[src/rtl/gate_check_seq.sv]
// gate_check_seq: exhaustive 2-input sweep of an external gate expected to be XOR.
// Each of the four operand vectors is driven for HOLD cycles. The gate response is
// then sampled for one cycle. Mismatches are counted, saturating at 255, over
// PASSES full sweeps.
// Ports:
//   clk, rst_n        - clock, asynchronous active-low reset
//   start             - run request (ignored while busy)
//   a, b              - operands driven into the gate; {a,b} == vec
//   c                 - gate response
//   vec               - current vector index
//   busy              - high while driving or sampling
//   done              - high once the run has completed
//   pass              - done with zero mismatches
//   err_count         - mismatch count of the current/last run
module gate_check_seq #(
    parameter int unsigned HOLD   = 2,
    parameter int unsigned PASSES = 4
) (
    input  logic       clk,
    input  logic       rst_n,
    input  logic       start,
    output logic       a,
    output logic       b,
    input  logic       c,
    output logic [1:0] vec,
    output logic       busy,
    output logic       done,
    output logic       pass,
    output logic [7:0] err_count
);

    localparam int unsigned HOLD_W = 4;
    localparam int unsigned PASS_W = 8;
    localparam int unsigned ERR_W  = 8;

    localparam logic [HOLD_W-1:0] HOLD_LAST = HOLD_W'(HOLD - 1);
    localparam logic [PASS_W-1:0] PASS_LAST = PASS_W'(PASSES - 1);
    localparam logic [ERR_W-1:0]  ERR_MAX   = '1;

    typedef enum logic [1:0] {
        S_IDLE,
        S_DRIVE,
        S_SAMPLE,
        S_DONE
    } state_t;

    state_t            state, state_n;
    logic [1:0]        vec_n;
    logic [HOLD_W-1:0] hold_cnt, hold_n;
    logic [PASS_W-1:0] pass_cnt, pass_cnt_n;
    logic [ERR_W-1:0]  err_n;
    logic              busy_n, done_n, pass_n;

    // Next-state and next-output logic
    always_comb begin
        state_n    = state;
        vec_n      = vec;
        hold_n     = hold_cnt;
        pass_cnt_n = pass_cnt;
        err_n      = err_count;

        case (state)
            S_IDLE, S_DONE: begin
                if (start) begin
                    state_n    = S_DRIVE;
                    vec_n      = 2'd0;
                    hold_n     = '0;
                    pass_cnt_n = '0;
                    err_n      = '0;
                end
            end
            S_DRIVE: begin
                hold_n = HOLD_W'(hold_cnt + 4'd1);
                if (hold_cnt == HOLD_LAST) begin
                    state_n = S_SAMPLE;
                end
            end
            S_SAMPLE: begin
                // Reference behaviour is XOR of the operands currently driven
                if (((vec[1] ^ vec[0]) != c) && (err_count != ERR_MAX)) begin
                    err_n = ERR_W'(err_count + 8'd1);
                end
                if ((vec == 2'd3) && (pass_cnt == PASS_LAST)) begin
                    state_n = S_DONE;
                end else begin
                    state_n = S_DRIVE;
                    vec_n   = 2'(vec + 2'd1);
                    hold_n  = '0;
                    if (vec == 2'd3) begin
                        pass_cnt_n = PASS_W'(pass_cnt + 8'd1);
                    end
                end
            end
            default: state_n = S_IDLE;
        endcase

        busy_n = (state_n == S_DRIVE) || (state_n == S_SAMPLE);
        done_n = (state_n == S_DONE);
        pass_n = done_n && (err_n == '0);
    end

    // State and output registers
    always_ff @(posedge clk or negedge rst_n) begin
        if (!rst_n) begin
            state     <= S_IDLE;
            vec       <= 2'd0;
            a         <= 1'b0;
            b         <= 1'b0;
            hold_cnt  <= '0;
            pass_cnt  <= '0;
            err_count <= '0;
            busy      <= 1'b0;
            done      <= 1'b0;
            pass      <= 1'b0;
        end else begin
            state     <= state_n;
            vec       <= vec_n;
            a         <= vec_n[1];
            b         <= vec_n[0];
            hold_cnt  <= hold_n;
            pass_cnt  <= pass_cnt_n;
            err_count <= err_n;
            busy      <= busy_n;
            done      <= done_n;
            pass      <= pass_n;
        end
    end

endmodule

[config.mk]
export PLATFORM = sky130hd
export DESIGN_NAME = gate_check_seq
export DESIGN_NICKNAME = d
export VERILOG_FILES = /design/src/rtl/gate_check_seq.sv
export SDC_FILE = /design/constraint.sdc
export NUM_CORES = 1
export LEC_CHECK = 0
export ABC_AREA = 1
export CAP_MARGIN = 5
export CELL_PAD_IN_SITES_DETAIL_PLACEMENT = 0
export CELL_PAD_IN_SITES_GLOBAL_PLACEMENT = 1
export CORE_AREA = 4 4 77 87
export DETAILED_ROUTE_END_ITERATION = 16
export DIE_AREA = 0 0 81 91
export HOLD_SLACK_MARGIN = 0.05
export PLACE_DENSITY = 0.6
export SETUP_SLACK_MARGIN = 0.2
export SLEW_MARGIN = 20
export SYNTH_ARGS = -nofsm -noshare
export SYNTH_HDL_FRONTEND = slang
export SYNTH_SLANG_ARGS = --single-unit
[constraint.sdc]
create_clock -name clk -period 1.5 [get_ports clk]
set_input_delay 0.3 -clock clk [delete_from_list [all_inputs] [get_ports clk]]
set_output_delay 0.3 -clock clk [all_outputs]
set_load 0.05 [all_outputs]
# [Word-level counts from Yosys, hierarchy flattened]
# Index checks and enable logic that the tools add are counted.
[word_totals] latchBits=0 ram_bits=0 n_memories=0 regBits=29 wordCells=56 inputBits=4 out_inout_bits=15 rom_bits=0
[op_classes] eq_ne=14 n_bitwise=1 div=0 n_reduce_logical=10 order_cmp=0 addsub=4 n_mux=17 shift=0 mul=0
[op_table] operator="two-way mux 8 bit" n=5
[op_table] operator="case mux 8 bit (2 select lines)" n=2
[op_table] operator="adder 8 x 1 -> 8 bit (second input constant)" n=2
[op_table] operator="case mux 4 bit (3 select lines)" n=1
[op_table] operator="== test 2 bit (second input constant)" n=5
[op_table] operator="two-way mux 2 bit" n=5
[op_table] operator="== test 8 x 2 -> 1 bit (second input constant)" n=1
[op_table] operator="logical NOT 8 bit" n=1
[op_table] operator="two-way mux 4 bit" n=2
[op_table] operator="inequality test 8 bit (second input constant)" n=1
[op_table] operator="inequality test 2 bit (second input constant)" n=3
[op_table] operator="case mux 2 bit (3 select lines)" n=1
[op_table] operator="adder 4 x 1 -> 4 bit (second input constant)" n=1
[op_table] operator="== test 2 x 1 -> 1 bit (second input constant)" n=2
[op_table] operator="== test 4 x 1 -> 1 bit (second input constant)" n=1
[op_table] operator="case mux 2 bit (2 select lines)" n=1
[op_table] operator="AND reduction 4 bit" n=1
[op_table] operator="logical AND 1 bit" n=3
[op_table] operator="adder 2 x 1 -> 2 bit (second input constant)" n=1
[op_table] operator="logical NOT 2 bit" n=1
[op_table] operator="AND reduction 2 bit" n=1
[op_table] operator="nonzero test 2 bit" n=1
[op_table] operator="OR reduction 2 bit" n=1
[op_table] operator="logical OR 1 bit" n=1
[op_table] operator="2 further kinds" n=2

# [Longest topological paths before layout]
# Gate-level depths: netlist (run 1).
[logic_depth] word_depth=7 mapped_depth=13 depth_no_buf=13

# [Worst setup path before layout (run 1)]
# No wires, ideal clock.
[synth_path] path_type="register to register" startpoint="register (tool-made name)" endpoint="register pass" path_buffers=0 t_required_ps=1429 synth_period_minus_slack_ps=1974 setup_ps=71 path_slack_ps=-474 path_stages_with_launch=12 arrival_ps=1902 path_cell_list="dfrtp_1 ha_1 nand4_1 nand3b_2 nand2_1 nand2_1 o21ai_0 ha_1 nand3_1 nor2_1 nand3_1 nor2_1"
[synth_rtl] item="end signal: assignment" line="125" text="pass <= pass_n;"
[synth_rtl] item="end: declaration" line="28" text="output logic pass,"

# [Worst setup path after layout (run 1)]
[layout_path] startpoint="register state[1]" endpoint="register pass"
[layout_via] elab_chain_cells=5 word_cells_on_any_way=12 cone_classes="eq/ne: 4; mux: 4; reduce/logical: 4"
[layout_rtl] item="start: declaration" line="47" text="state_t state, state_n;"
[layout_rtl] item="start signal: assignment" line="116" text="state <= state_n;"
[layout_rtl] item="== test 2 bit / logical NOT 2 bit (equally long branches)" line="62" text="case (state)"
[layout_rtl] item="OR reduction 2 bit" line="62"
[layout_rtl] item="case mux 2 bit (3 select lines) (*)" line="62"
[layout_rtl] item="net state_n[1]" line="47"
[layout_rtl] item="== test 2 bit (*)" line="98" text="done_n = (state_n == S_DONE);"
[layout_rtl] item="net done_n" line="52" text="logic busy_n, done_n, pass_n;"
[layout_rtl] item="logical AND 1 bit (*)" line="99" text="pass_n = done_n && (err_n == '0);"
[layout_rtl] item="net pass_n" line="52"
# Mark *: on every way through the listed nets, which the timed path passes. The rest lies on a longest branch.
# A chain may end at the register's enable or synchronous reset.

==> results.cfg, run 1 <==
[worst_setup_path]
cp_data_required_time_ns = 1.71
cp.arrival_ns = 1.91
critPathLaunchType = flip-flop
crit_fanout = 3
path_class = flip-flop to flip-flop
end_kind = flip-flop

[finish]
final_cells = 387
nFillCells = 540
nets = 323
drive_gt1_frac = 0.635
area_delta_synth_final_pct = 86.0
post-route-util = 0.552
antennaDiodeCount = 0
layout_common_cells = buf_4, nand2_1, nand2_2, buf_6, dfrtp_1
final_common_cell = buf_4

[yosys]
yosys_warnings = 0
syn_area_um2 = 1700
synth_seq_cells = 27
synth_cell_type_count = 30
syn_nets = 231
syn-mean-instance-area_um2 = 7.78
yosysSeqAreaShare = 0.397
syn_inst = 219

[route]
totalWireLength_um = 4690
drtAntennaViolNets = 0
detail_route.wl_per_cell_um = 12.1
route.vias.total = 1706
drc = 0
viasPerCell = 4.41
drtIter0Drc = 50
drtPass1Iterations = 4

[power_and_ir_drop]
p_per_area_nw_per_um2 = 1650
p_comb_frac = 0.728
max-vdd-ir-drop_v = 0.000975
leakage_uw = 0.00148
internal-power_uw = 2970
sequentialPowerShare = 0.189
power_switching_uw = 2250
finalPower_uw = 5220
switching_share = 0.431
power.share.clock = 0.083

[floorplanning]
rows = 29
io_pins = 19
die_h_um = 91
coreArea_um2 = 5730
initial_core_util = 0.297
die_x_um = 81
dieArea_um2 = 7370

[global_routing]
grt_pass1_vias = 1791
track_usage = 0.141
grt_antenna_before_repair = 0
grt_pass1_wl_um = 8280
grt-ovfl-total = 0
grt_max_degree = 28

[clocking]
ctsHtreeMaxLevel = 1
ctsHoldBuffers = 0
clk_pin_slew_ns = 0.11
cts_buffers = 3
cts_buffer_depth = 2
cts_tree = yes
root_buffer = clkbuf_8
clock_sinks = 27
clk_latency_ns = 0.28

[place]
gp_congestion = 0.723
hpwl_um = 3310
dp.cells = 367
numPortBuffers = 18
pre_cts_slack_ns = -0.305

[sta]
fin_skew_ns = 0.0114
min_period_over_period = 1.13
hold_violations = 0
setup_viol = 18
tightest_slew_ns = 0.234
slew_violations = 0
slew_headroom = 0.843
setup_ws_ns = -0.202
max_freq_ghz = 0.587
layout_min_cycle_time_ns = 1.70
rsz0062_at_grt = yes
whs_ns = 0.361

[run]
drv_cap = 0

[min_path]
hold_path.class = input pin to async pin

[run_status]
violations = setup timing
status = complete, but fails checks
critical path: stages (launching register included):
cell,delay [ns]
dfrtp_2,0.45
ha_4,0.30
inv_4,0.04
nor2_4,0.12
inv_2,0.07
o21ai_2,0.13
ha_2,0.21
nand3_2,0.08
nor2_2,0.09
nand3_1,0.06
nor2_1,0.08
state kept, by name (all words and copies together) (netlist names), named ones only:
| name | count |
|---|---|
| err_count | 8 |
| pass_cnt | 8 |
| hold_cnt | 4 |
| state | 2 |
| busy | 1 |
| done | 1 |
| pass | 1 |
Yosys cell counts:
cell type   n  area (um^2)
nand2_1    60          225
dfrtp_1    27          676
inv_1      26         97.6
nand3_1    23          115
nor2_1     18         67.6
ha_1        8          100
o21ai_2     8         70.1
or2_2       7         43.8
nand4_1     6         37.5
o21ai_0     6         30.0
nand2_2     5         31.3
inv_2       3         11.3
xor2_1      3         26.3
buf_4       2         15.0
nor2_4      2         22.5
a21oi_1     1         5.00
buf_12      1         20.0
buf_2       1         5.00
inv_4       1         6.26
mux2i_1     1         10.0
nand2_4     1         11.3
nand3_2     1         10.0
nand3b_2    1         11.3
nor2_2      1         6.26
nor3_1      1         5.00
nor3b_2     1         12.5
o22ai_1     1         6.26
o32ai_1     1         8.76
or2b_1      1         7.51
xnor2_1     1         8.76
worst paths after layout:
| check | endpoint | slack [ns] | depth (start not counted) | from |
|---|---|---|---|---|
| max | pass$_DFF_PN0_ | -0.20 | 10 | state[1]$_DFF_PN0_ |
| min | hold_cnt[1]$_DFFE_PN0P_ | 0.36 | 2 | rst_n |
| max reg2reg | pass$_DFF_PN0_ | -0.20 | 10 | state[1]$_DFF_PN0_ |
| min reg2reg | pass_cnt[7]$_DFFE_PN0P_ | 0.51 | 2 | pass_cnt[7]$_DFFE_PN0P_ |
| max in group asynchronous | err_count[1]$_DFF_PN0_ | 0.95 | 2 | rst_n |
| min in group clk | pass_cnt[7]$_DFFE_PN0P_ | 0.51 | 2 | pass_cnt[7]$_DFFE_PN0P_ |
layer usage:
layer  vias up  wire (um)  track usage
li1        879          -            -
met1       803       2190        0.203
met2        20       2330        0.221
met3         4        120       0.0178
met4         0         42       0.0380
met5         -          0            0
logic make-up after synthesis:
family                     count (synthesis)  share of synthesized area
adders and majority gates                  8                     0.0588
muxes                                      1                    0.00588
and+or+nand+nor                          128                      0.356
AOI/OAI and AO/OA                         17                     0.0705
xor gates and xnor gates                   4                     0.0206
DFF                                       27                      0.397
buffers and inverters                     34                     0.0911
area by class of cell:
class                      instances  area, um^2  area share
inverter                          30         133      0.0419
clock inverter                     1        5.00     0.00158
multi-input combinational        159        1200       0.380
tap                               77        96.3      0.0304
timing repair buffer              90        1010       0.318
clock buffer                       3        41.3      0.0130
sequential                        27         683       0.216
power by group through the flow:
| stage | Sequential, uW | Clock, uW | Combinational (uW) |
|---|---|---|---|
| after floorplan | 1170 | 0 | 1140 |
| after global placement | 981 | 0 | 2450 |
| after detailed placement | 980 | 0 | 2440 |
| after CTS | 986 | 451 | 3540 |
| after global routing | 1010 | 483 | 4120 |
| final | 986 | 433 | 3800 |
timing repair:
| item | in CTS | in global routing |
|---|---|---|
| endpoints found under the setup margin | 37 | 39 |
| buffers inserted | 10 | 5 |
| resized for setup | 68 | 44 |
| pin swaps | 16 | 21 |
| cloned | 1 | 0 |
through the flow:
| stage | TNS (ns) | cell area [um^2] |
|---|---|---|
| floorplan | -0.404 | 1770 |
| global placement | -3.82 | 2610 |
| detailed placement | -3.41 | 2610 |
| CTS | -1.78 | 2990 |
| global route | -4.06 | 3170 |
| finish | -2.36 | 3170 |
Power figures use the tool's default switching activity.
==> run 2: changes to the inputs <==
--- a/config.mk
+++ b/config.mk
@@ -10,6 +10,8 @@
 export CELL_PAD_IN_SITES_DETAIL_PLACEMENT = 0
 export CELL_PAD_IN_SITES_GLOBAL_PLACEMENT = 1
 export CORE_AREA = 4 4 77 87
+export CTS_BUF_LIST = sky130_fd_sc_hd__clkbuf_8
+export CTS_CLUSTER_DIAMETER = 60
 export DETAILED_ROUTE_END_ITERATION = 16
 export DIE_AREA = 0 0 81 91
 export HOLD_SLACK_MARGIN = 0.05
==> results of run 2 <==
No change in the layout: final DEF, timing and power equal those of run 1.
